<file path="src/rtl/golden_nonce_collector.sv">
// golden_nonce_collector: detects new non-zero golden nonces and queues {nonce, nonce2} in a FIFO with sticky overflow and saturating find count.
module golden_nonce_collector #(
    parameter int DEPTH = 4,
    parameter int CNT_W = 16
) (
    input  logic                     clk,
    input  logic                     reset,
    input  logic [31:0]              golden_nonce,
    input  logic [31:0]              nonce2,
    input  logic                     clear,
    input  logic                     out_ready,
    output logic                     out_valid,
    output logic [31:0]              out_nonce,
    output logic [31:0]              out_pos,
    output logic [$clog2(DEPTH):0]   level,
    output logic                     overflow,
    output logic [CNT_W-1:0]         find_count
);
    localparam int AW = $clog2(DEPTH);
    localparam logic [AW:0] FULL_LVL = (AW+1)'(DEPTH);
    logic [63:0]   mem [DEPTH];
    logic [AW-1:0] wr_ptr, rd_ptr;
    logic [31:0]   prev_nonce;
    logic          find, full, pop, push;
    always_comb begin
        find      = golden_nonce != prev_nonce && golden_nonce != 32'd0;
        full      = level == FULL_LVL;
        out_valid = level != '0;
        pop       = out_valid && out_ready;
        push      = find && (!full || pop);
        {out_nonce, out_pos} = out_valid ? mem[rd_ptr] : 64'd0;
    end
    always_ff @(posedge clk or negedge reset) begin
        if (!reset) begin
            prev_nonce <= '0;
            wr_ptr     <= '0;
            rd_ptr     <= '0;
            level      <= '0;
            overflow   <= 1'b0;
            find_count <= '0;
        end else begin
            prev_nonce <= golden_nonce;
            if (clear) begin
                wr_ptr     <= '0;
                rd_ptr     <= '0;
                level      <= '0;
                overflow   <= 1'b0;
                find_count <= '0;
            end else begin
                if (push) wr_ptr <= wr_ptr + 1'b1;
                if (pop) rd_ptr <= rd_ptr + 1'b1;
                level <= level + (AW+1)'(push) - (AW+1)'(pop);
                if (find && full && !pop) overflow <= 1'b1;
                if (find && find_count != '1) find_count <= find_count + 1'b1;
            end
        end
    end
    always_ff @(posedge clk) begin
        if (push && !clear) mem[wr_ptr] <= {golden_nonce, nonce2};
    end
endmodule

</file>
<file path="config.mk">
export PLATFORM = sky130hd
export DESIGN_NAME = golden_nonce_collector
export DESIGN_NICKNAME = d
export VERILOG_FILES = /design/src/rtl/golden_nonce_collector.sv
export SDC_FILE = /design/constraint.sdc
export NUM_CORES = 1
export LEC_CHECK = 0
export BUFFER_PORTS_ARGS = -buffer_cell sky130_fd_sc_hd__clkbuf_2
export CAP_MARGIN = 20
export CORE_ASPECT_RATIO = 1.5
export CORE_MARGIN = 10
export CORE_UTILIZATION = 29
export DETAILED_ROUTE_END_ITERATION = 16
export PLACE_DENSITY_LB_ADDON = 0.1
export SLEW_MARGIN = 20
export SYNTH_ARGS = -nofsm -noshare
export SYNTH_HDL_FRONTEND = slang
export SYNTH_SLANG_ARGS = --single-unit
</file>
<file path="constraint.sdc">
create_clock -name clk -period 4 [get_ports clk]
set_input_delay 0.4 -clock clk [delete_from_list [all_inputs] [get_ports clk]]
set_output_delay 0.4 -clock clk [all_outputs]
set_load 0.1 [all_outputs]
</file>
==> metrics.md, run 1 <==
| Metric | Value |
|---|---|
| Slowest-stage cell, CP | `dfrtp_4` |
| Fin. max-slew vios | `0` |
| Most common cell after layout, fill and taps aside | `edfxtp_1` |
| # nets final | `886` |
| Wire length per cell | `between 20 and 25 um` |
| Final min period | `roughly 3.3 ns` |
| Post-synth ARST share | `0.179` |
| Largest stage delay on the critical path | `0.90 ns` |
| DRT antenna net count | `0` |
| Hold_buf cts | `0` |
| Postcts setup bufs | `0` |
| Post-route insts no fill | `1399` |
| Reg clk slew, reported paths | `0.06 ns` |
| Worst min-delay path class | `input port to asynchronous set/reset pin` |
| #FFs+latches synth | `312` |
| Final hold vios | `0` |
| Initial Util | `0.292` |
| DRT Wirelength | `30.4 mm` |
| Via density per instance | `4.56` |
| Status | `completed` |
| Clock Latency Late Sink | `0.51 ns` |
| Pin count of the biggest net entering global routing | `62` |
| Via count | `6379` |
| PwrDens | `827 nW/um2` |
| I/O Buffers | `152` |
| Synth area leader | `edfxtp_1` |
| Crit path capture type | `primary output` |
| Max-Slew Margin vs Limit | `0.280` |
| Max Root-Sink Buffers | `3` |
| Post-synth top area share | `0.629` |
| Rows | `92` |
| Core Box Area | `around 42000 um2` |
| Synth Instances | `~630` |
| Worst Tran Pin Value | `1.08 ns` |
| Setup Viol. Count Final | `0` |
| Initial antenna violation count | `3` |
| Total GRT Usage | `0.120` |
| CTS resizes | `0` |
| Die area | `50900 um2` |
| DR iter-0 viols | `244` |
| Top FF cell, synth | `edfxtp_1` |
| Layout Skew | `about 0.015 ns` |
| VDD IR max | `0.619 mV` |
| Die height | `271 um` |
| Placed cells | `1339` |
| Max Fanout on Critical Path | `33` |
| Synth warn | `0` |
| CP arrival | `2.87 ns` |
| Clock Root Buffer | `clkbuf_16` |
| CP required | `roughly 3.6 ns` |
| Die extent in x | `188 um` |
| Sequential fraction of the synthesis area | `0.744` |
| HPWL Detailed | `20.0 mm` |
| First-pass GRT wire length | `46.6 mm` |
| CTS tree | `built` |
| Number of synthesized flops with an enable pin | `between 200 and 300` |
| Crit path cell chain | `buf_12, mux4_2, and2_1, clkbuf_2` |
| Final weighted congestion in routability-driven placement | `roughly 0.75` |
| Layout area overhead | `20.9%` |
| Synth Net Count | `708` |
| Library cells used by synthesis | `35` |
| Mean Syn Cell Area | `19.3 um2` |
| Most frequent cells in the layout | `256 x edfxtp_1, 152 x clkbuf_2, 65 x and2_1` |
| Fmax | `306 MHz` |
| Startpoint types | `register` |
| CTS Buf Count | `34` |
| Layout cells sized above 1 | `0.350` |
| Post-synthesis cell area | `about 12000 um2` |
| RSZ-0062 raised after global routing | `no` |
| Area contributors post-synth | `edfxtp_1 63%, mux4_2 12%, dfrtp_1 11%, and2_1 3.5%, xnor2_1 2.5%` |
| Vias in the first global route | `7325` |
| Setup TNS | `0 ns` |
| Setup CP Type | `register to primary output` |
| Htree depth | `2` |
| CTS Sinks | `312` |
| Leak | `5.19 nW` |
| Congestion Overflow GR | `0` |
| First-pass DRT Iterations | `4` |
| I/O pins | `approximately 150` |
| DRC viols | `0` |
| Max Cap Violations | `0` |
| Final period utilization | `0.818` |
## area by class of cell
cell class / count / area [um2]
fill: 4073 / 27100
sequential: 312 / 9100
multi-input combinational: 287 / 2990
clock buffer: 50 / 952
timing repair buffer: 168 / 943
tap: 564 / 706
clock inverter: 9 / 46.3
inverter: 8 / 30.0
antenna: 1 / 2.50
## worst paths after layout
path / slack (ns) / endpoint / startpoint / cells past startpoint
max in group asynchronous: 3.06 / find_count[8] / reset / 2
worst max-delay path: 0.73 / out_nonce[25] / rd_ptr[0] / 4
worst min-delay path: 0.04 / prev_nonce[7] / reset / 1
worst max register to register: 1.17 / mem[0][23] / prev_nonce[8] / 7
min in group clk: 0.09 / prev_nonce[18] / golden_nonce[18] / 1
worst min register to register: 0.52 / overflow / overflow / 2
## worst max-delay path, delay by kind of cell, from the launching register on
family | cells | cell delay, ns
multiplexers | 1 | 0.56
buffers and inverters | 2 | 0.65
flip-flops | 1 | 0.90
AND/OR/NAND/NOR | 1 | 0.18
## state kept, by name, indices dropped and copies added, names as in the netlist
signal,cells
find_count,16
level,3
mem,256
overflow,1
prev_nonce,32
rd_ptr,2
wr_ptr,2
## synthesized netlist by cell type (all sizes together) (2+ instances only)
cell	instances
nor4	10
mux2	9
a21o	5
nor2b	11
a21oi	5
dfrtp	56
clkbuf	14
mux2i	2
mux4	64
buf	12
nor2	24
inv	8
xnor2	35
nand4	18
edfxtp	256
and3	2
nand3	9
and2	69
nor3	2
ha	6
nand2	4
xor2	3
## power by group
| part | internal (mW) | switching [mW] |
|---|---|---|
| clock network | 1.65 | 1.20 |
| registers | 3.89 | 0.239 |
| logic | 1.10 | 4.14 |
| total | 6.64 | 5.57 |
## logic make-up (layout without fill, tap and decap cells)
| family | Yosys count | after routing | share of synthesized area |
|---|---|---|---|
| fa+ha+maj | 7 | 7 | 0.00778 |
| flops | 312 | 312 | 0.744 |
| mux | 75 | 75 | 0.128 |
| simple gates | 152 | 152 | 0.0722 |
| xor+xnor | 38 | 38 | 0.0272 |
| compound gates | 15 | 15 | 0.00901 |
| buf+inv | 34 | 235 | 0.0119 |
| other cells | 0 | 1 | 0 |
## layer usage
| layer | GRT usage | vias to the layer above | share of wire |
|---|---|---|---|
| li1 | - | 2825 | - |
| met1 | 0.138 | 3351 | 0.41 |
| met2 | 0.214 | 149 | 0.53 |
| met3 | 0.0296 | 50 | 0.047 |
| met4 | 0.0363 | 4 | 0.021 |
| met5 | 0 | - | 0.00069 |
## metrics by stage
stage | utilization | hold WS (ns) | power [mW] | setup WS (ns) | cell area [um2]
5_1_grt | 0.353 | 0.0774 | 12.8 | 0.533 | 14800
3_3_place_gp | 0.329 | 0.498 | 9.56 | 0.883 | 13800
4_1_cts | 0.352 | 0.0386 | 12.5 | 0.626 | 14800
3_5_place_dp | 0.329 | 0.498 | 9.58 | 0.837 | 13800
6_report | 0.353 | 0.0358 | 12.2 | 0.728 | 14800
2_1_floorplan | - | 0.104 | 8.42 | 0.215 | 12200
Note: power is estimated with default switching activity, not from simulation.
==> inputs of run 2 (changes only) <==
--- a/config.mk
+++ b/config.mk
@@ -5,6 +5,7 @@
 export SDC_FILE = /design/constraint.sdc
 export NUM_CORES = 1
 export LEC_CHECK = 0
+export ABC_AREA = 1
 export BUFFER_PORTS_ARGS = -buffer_cell sky130_fd_sc_hd__clkbuf_2
 export CAP_MARGIN = 20
 export CORE_ASPECT_RATIO = 1.5
==> constraint.sdc (replaced) <==
create_clock -name clk -period 2.9 [get_ports clk]
set_input_delay 0.29 -clock clk [delete_from_list [all_inputs] [get_ports clk]]
set_output_delay 0.29 -clock clk [all_outputs]
set_load 0.1 [all_outputs]
==> run 2 against run 1 <==
Sequential share of layout area shrank 8.5 points. Highest routed layer unchanged. Flip-flop and latch count did not move. Critical endpoint is now out_valid. Combinational power rose by 91%. Total power rose by 61%. Sequential power up 32%. First-iteration DRC count rose by 48%. Design area grew 16%. Synthesized cell count is 76% higher.
==> metrics.md, run 2 <==
| Metric | Value |
|---|---|
| Initial Util | `0.292` |
| Sequential fraction of the synthesis area | `0.713` |
| Fmax | `~390 MHz` |
| R2R cell count | `14` |
| Final min period | `2.57 ns` |
| HPWL Detailed | `between 20 and 25 mm` |
| # nets final | `~1400` |
| Largest stage delay on the critical path | `between 0.4 and 0.5 ns` |
| Final weighted congestion in routability-driven placement | `0.749` |
| Int Power | `10.8 mW` |
| Die extent in x | `191 um` |
| Final hold vios | `0` |
| Clock Latency Late Sink | `roughly 0.52 ns` |
| Layout Skew | `0.0173 ns` |
| Worst hold slack | `0.0254 ns` |
| Die area | `52900 um2` |
| Area contributors post-synth | `edfxtp_1 60%, dfrtp_1 11%, nor2_1 9.3%, o21ai_0 5.0%, nand2_1 2.9%` |
| Library cells used by synthesis | `29` |
| Max Root-Sink Buffers | `3` |
| PwrDens | `1140 nW/um2` |
| Post-synth top area share | `0.603` |
| Commonest cells in the netlist | `316 x nor2_1, 256 x edfxtp_1, 128 x o21ai_0` |
| Total power | `around 20 mW` |
| Initial antenna violation count | `1` |
| Setup Viol. Count Final | `0` |
| Biggest register | `mem` |
| Mean Syn Cell Area | `11.5 um2` |
| Layout area overhead | `34.4%` |
| Via density per instance | `4.49` |
| Buf+Inv Stages, Crit Path | `3` |
| CP top delay family | `buffers and inverters` |
| CP required | `~2.6 ns` |
| Slowest-stage cell, CP | `dfrtp_2` |
| Clk pwr share | `0.212` |
| Max Fanout on Critical Path | `65` |
| DR iter-0 viols | `361` |
| Total GRT Usage | `0.135` |
| Flop2flop setup slack | `0.48 ns` |
| DRT antenna net count | `0` |
| Hold_buf cts | `between 60 and 70` |
| Synth Net Count | `1189` |
| Startpoint types | `register` |
| I/O pins | `153` |
| Synth warn | `0` |
| NetSw | `8.84 mW` |
| Post-synthesis cell area | `about 13000 um2` |
| Status | `completed` |
| Vias in the first global route | `9157` |
| Htree depth | `2` |
| Critical Path Sink | `out_valid` |
| Crit path capture type | `primary output` |
| Leading cell type by number of instances after synthesis | `nor2_1` |
| Reg2reg end | `level[2]` |
| Max Cap Violations | `0` |
| VDD IR max | `a little over 0.8 mV` |
| Crit path cell chain | `or2_2, nor2_4, buf_12, inv_1, clkbuf_2` |
| Die height | `277 um` |
| Most common cell after layout, fill and taps aside | `nor2_1` |
| Critical Path Start | `level[1]` |
| Worst min-delay path class | `input port to register` |
| First-pass GRT wire length | `55.6 mm` |
| Max FFs per register | `256` |
| Comb pwr share | `0.511` |
| Post-synth ARST share | `0.179` |
| Final period utilization | `0.887` |
| Layout cells sized above 1 | `0.191` |
| CP arrival | `2.28 ns` |
| Ant. Diodes | `0` |
| Congestion Overflow GR | `0` |
| Worst path depth | `5` |
| DRT Wirelength | `~36 mm` |
| Pin count of the biggest net entering global routing | `75` |
| Leak | `6.45 nW` |
| Max-Slew Margin vs Limit | `0.398` |
| First-pass DRT Iterations | `4` |
| CTS Sinks | `312` |
| Wire length per cell | `around 18 um` |
| Number of synthesized flops with an enable pin | `256` |
| RSZ-0062 raised after global routing | `no` |
| Reg power frac | `0.277` |
| Via count | `8726` |
| CTS resizes | `0` |
| Top FF cell, synth | `edfxtp_1` |
| Most frequent cells in the layout | `311 x nor2_1, 256 x edfxtp_1, 128 x o21ai_0` |
| Core Box Area | `43800 um2` |
| DRC viols | `0` |
| CTS Buf Count | `34` |
| Switch share | `0.451` |
| #FFs+latches synth | `312` |
| Postcts setup bufs | `0` |
| Reg-to-Reg Start | `prev_nonce[0]` |
| Synth area leader | `edfxtp_1` |
| Synth Instances | `1114` |
| Setup CP Type | `register to primary output` |
| CTS tree | `built` |
| Biggest regs | `mem (256), prev_nonce (32), find_count (16)` |
| I/O Buffers | `between 150 and 200` |
| Worst Tran Pin Value | `between 0.9 and 1 ns` |
| Fin. max-slew vios | `0` |
| Clock Root Buffer | `clkbuf_16` |
| Rows | `94` |
| Reg clk slew, reported paths | `0.06 ns` |
[run 2: worst reg2reg max path, stage by stage, from the launching register on]
cell,delay [ns]
dfrtp_1,0.37
xnor2_1,0.18
nand2_1,0.08
nor2_1,0.16
nand2_1,0.16
nor2_1,0.12
nand2_1,0.10
nand3_1,0.16
nand2_1,0.09
nand2_1,0.08
ha_1,0.13
inv_1,0.05
fa_1,0.36
and3_1,0.17
nor3_1,0.13
[run 2: layout make-up]
type | count | area, um2
Clock buffer | 47 | 941
Multi-Input combinational cell | 705 | 3340
Timing Repair Buffer | 248 | 2760
Sequential cell | 312 | 9100
Clock inverter | 14 | 124
Inverter | 42 | 159
Tap cell | 576 | 721
Fill cell | 4309 | 26600
[run 2: metal layers]
metal | vias to the layer above | share of wire | GRT usage
met5 | - | 0.00036 | 0
met4 | 2 | 0.025 | 0.0432
met3 | 50 | 0.044 | 0.0270
met2 | 160 | 0.53 | 0.249
met1 | 4249 | 0.40 | 0.152
li1 | 4265 | - | -
[run 2: power by group through the flow]
stage	sequential, mW	combinational [mW]	clock (mW)
after global placement	5.54	10.1	0
after CTS	5.45	10.2	4.32
final	5.44	10.0	4.16
after global routing	5.48	10.5	4.48
after detailed placement	5.54	10.1	0
after floorplan	5.67	6.00	0
[run 2: through the flow]
step / setup slack, ns / std cells / utilization / area, um2 / TNS, ns
2_1_floorplan: -0.448 / 1114 / - / 12800 / -23.39
3_3_place_gp: 0.347 / 1821 / 0.353 / 15500 / 0
3_5_place_dp: 0.303 / 1821 / 0.353 / 15500 / 0
4_1_cts: 0.234 / 1944 / 0.392 / 17100 / 0
5_1_grt: 0.108 / 1944 / 0.392 / 17100 / 0
6_report: 0.329 / 1944 / 0.392 / 17100 / 0
[run 2: cell families after synthesis]
logic type / after synthesis / share of synthesized area
buffers and inverters: 97 / 0.0314
AND/OR/NAND/NOR: 465 / 0.146
AO/OA/AOI/OAI: 195 / 0.0765
flip-flops: 312 / 0.713
XOR/XNOR: 38 / 0.0261
adder cells (fa/ha/maj): 7 / 0.00745
[run 2: worst min path at each step]
stage                          from  slack [ns]  cells past startpoint       endpoint
after floorplan               reset      -0.006                      0  find_count[0]
after global placement        reset        0.47                      1  prev_nonce[3]
after detailed placement      reset        0.48                      1  prev_nonce[2]
after CTS                 nonce2[8]       0.007                      1      mem[3][8]
after global routing      nonce2[8]        0.02                      1      mem[3][8]
final                     nonce2[8]        0.03                      1      mem[3][8]
==> inputs of run 3 (changes only) <==
--- a/config.mk
+++ b/config.mk
@@ -6,12 +6,12 @@
 export NUM_CORES = 1
 export LEC_CHECK = 0
 export ABC_AREA = 1
-export BUFFER_PORTS_ARGS = -buffer_cell sky130_fd_sc_hd__clkbuf_2
 export CAP_MARGIN = 20
 export CORE_ASPECT_RATIO = 1.5
 export CORE_MARGIN = 10
 export CORE_UTILIZATION = 29
 export DETAILED_ROUTE_END_ITERATION = 16
+export DONT_BUFFER_PORTS = 1
 export PLACE_DENSITY_LB_ADDON = 0.1
 export SLEW_MARGIN = 20
 export SYNTH_ARGS = -nofsm -noshare
==> constraint.sdc (replaced) <==
create_clock -name clk -period 2.65 [get_ports clk]
set_input_delay 0.265 -clock clk [delete_from_list [all_inputs] [get_ports clk]]
set_output_delay 0.265 -clock clk [all_outputs]
set_load 0.1 [all_outputs]
==> run 3 against run 2 <==
Wire length is 7.8% higher. Total power is 12% higher. First-iteration DRC count is 6.9% higher. Sequential share of layout area is 0.053 points lower. Via count is 1.3% lower. Combinational power is 14% higher. Core utilization is 0.077 points higher. Clock power is 12% higher. Worst hold slack better by 0.072 ns. Highest routed layer unchanged.
==> metrics.md, run 3 (synthesis gave the netlist of run 2 again) <==
| Metric | Value |
|---|---|
| Initial antenna violation count | `1` |
| I/O Buffers | `0` |
| CP top delay family | `buffers and inverters` |
| Setup Viol. Count Final | `0` |
| Worst Tran Pin Value | `0.957 ns` |
| Fin. max-slew vios | `0` |
| Slowest-stage cell, CP | `dfrtp_4` |
| CP arrival | `2.25 ns` |
| PwrDens | `about 1300 nW/um2` |
| Total GRT Usage | `0.140` |
| Clock Latency Late Sink | `~0.52 ns` |
| Biggest regs | `mem (256), prev_nonce (32), find_count (16)` |
| Pin count of the biggest net entering global routing | `73` |
| Layout area overhead | `34.7%` |
| HPWL Detailed | `21.3 mm` |
| Final min period | `2.52 ns` |
| Die area | `52900 um2` |
| Most used cell, CP | `buf_12` |
| Flop2flop setup slack | `~0.19 ns` |
| Initial Util | `0.292` |
| Startpoint types | `register` |
| Hold Crit Start | `out_ready` |
| Crit path cell chain | `buf_4, nor2_4, buf_12, a21oi_2, buf_12` |
| Crit path capture type | `primary output` |
| First-pass DRT Iterations | `6` |
| Final period utilization | `0.950` |
| DRT Wirelength | `38.6 mm` |
| Max-Slew Margin vs Limit | `0.360` |
| Status | `completed` |
| Most common cell after layout, fill and taps aside | `nor2_1` |
| Die extent in x | `roughly 190 um` |
| DRC viols | `0` |
| Hold EP | `rd_ptr[0]` |
| # nets final | `1352` |
| Hold path depth | `4` |
| Largest stage delay on the critical path | `0.48 ns` |
| DRT antenna net count | `0` |
| Reg clk slew, reported paths | `~0.060 ns` |
| Total power | `~22 mW` |
| Worst min-delay path class | `input port to register` |
| First-pass GRT wire length | `56.9 mm` |
| Max FFs per register | `approximately 260` |
| Vias in the first global route | `approximately 9000` |
| Utilization after layout | `0.393` |
| Most frequent cells in the layout | `311 x nor2_1, 256 x edfxtp_1, 128 x o21ai_0` |
| RSZ-0062 raised after global routing | `no` |
| Clock Root Buffer | `clkbuf_16` |
| CTS tree | `built` |
| I/O pins | `153` |
| CP required | `2.38 ns` |
| Final weighted congestion in routability-driven placement | `0.761` |
| Via count | `8613` |
| Buf+Inv Stages, Crit Path | `3` |
| Die height | `277 um` |
| Post-route insts no fill | `between 1500 and 2000` |
| Fmax | `397 MHz` |
| CTS Sinks | `312` |
| Placed cells | `1746` |
| Max Root-Sink Buffers | `3` |
| Core Box Area | `between 40000 and 50000 um2` |
| Max Cap Violations | `0` |
| Setup CP Type | `register to primary output` |
| Rows | `94` |
| Via density per instance | `4.59` |
| Reg2reg end | `level[2]` |
| Layout Skew | `0.0150 ns` |
| Max Fanout on Critical Path | `32` |
| Ant. Diodes | `0` |
| # fillers | `around 4200` |
| Final hold vios | `0` |
| Wire length per cell | `about 21 um` |
| Biggest register | `mem` |
| Reg-to-Reg Start | `prev_nonce[3]` |
| VDD IR max | `0.993 mV` |
| Congestion Overflow GR | `0` |
| Leak | `6.22 nW` |
| DR iter-0 viols | `just under 400` |
| Htree depth | `2` |
| CTS Buf Count | `34` |
| R2R cell count | `15` |
| Layout cells sized above 1 | `0.191` |
| Worst path depth | `5` |
==> run 3: cell types whose count changed in the layout (fill, tap and decap cells not counted), moves of 3 or more <==
cell / previous run / this run
a21oi_1: 56 / 2
a21oi_2: 10 / 64
buf_12: 77 / 74
buf_4: 21 / 34
buf_6: 0 / 3
clkbuf_16: 35 / 39
clkbuf_2: 88 / 0
dfrtp_4: 1 / 4
dlygate4sd3_1: 62 / 67
==> run 3: area by class of cell <==
| type | instances | area [um2] | area share |
|---|---|---|---|
| Clock buffer | 46 | 970 | 0.0565 |
| Clock inverter | 14 | 120 | 0.00699 |
| Inverter | 42 | 159 | 0.00925 |
| Multi-Input combinational cell | 705 | 3560 | 0.207 |
| Sequential cell | 312 | 9100 | 0.530 |
| Tap cell | 576 | 721 | 0.0420 |
| Timing Repair Buffer | 182 | 2550 | 0.148 |
==> run 3: metal layers <==
layer  vias up  global-route usage  part of all wire
met2       166               0.251              0.52
met4         2              0.0434             0.023
met5         -                   0           0.00018
met3        56              0.0306             0.047
met1      4249               0.161              0.41
li1       4140                   -                 -
==> run 3: report_power, final <==
group          switching, mW  internal (mW)  leakage, nW
combinational           7.94           3.48         2.65
clock                   1.91           2.76        0.533
sequential             0.146           5.83         3.04
==> run 3: how the worst max path moves through the flow <==
stage	startpoint	end	slack, ns
global route	prev_nonce[1]	level[2]	0.01
detailed placement	level[1]	level[2]	0.10
global placement	level[1]	level[2]	0.14
CTS	level[1]	out_nonce[26]	-0.01
floorplan	level[1]	out_pos[10]	-0.16
finish	level[0]	out_pos[3]	0.13
==> run 3: tightest hold or removal path: cells and delay by family <==
| family | cells | cell delay, ns |
|---|---|---|
| buffers and inverters | 1 | 0.03 |
| AND/OR/NAND/NOR | 2 | 0.13 |
| AO/OA/AOI/OAI | 1 | 0.15 |
==> run 3: timing repair <==
item / in CTS / in global routing
hold buffers: 68 / 0
cloned: 0 / 3
buffers inserted: 0 / 0
endpoints found under the hold margin: 367 / 0
gates resized for setup: 3 / 7
setup endpoints to repair: 18 / 64
==> run 3: metrics by stage <==
stage	instance area, um2	hold WS, ns	setup WS, ns	setup TNS [ns]
floorplan	13000	-0.0306	-0.155	-1.55
global placement	15300	-0.0253	0.141	0
detailed placement	15300	-0.0253	0.102	0
CTS	17100	0.0705	-0.0123	-0.0137
global route	17200	0.166	0.0124	0
finish	17200	0.0978	0.132	0
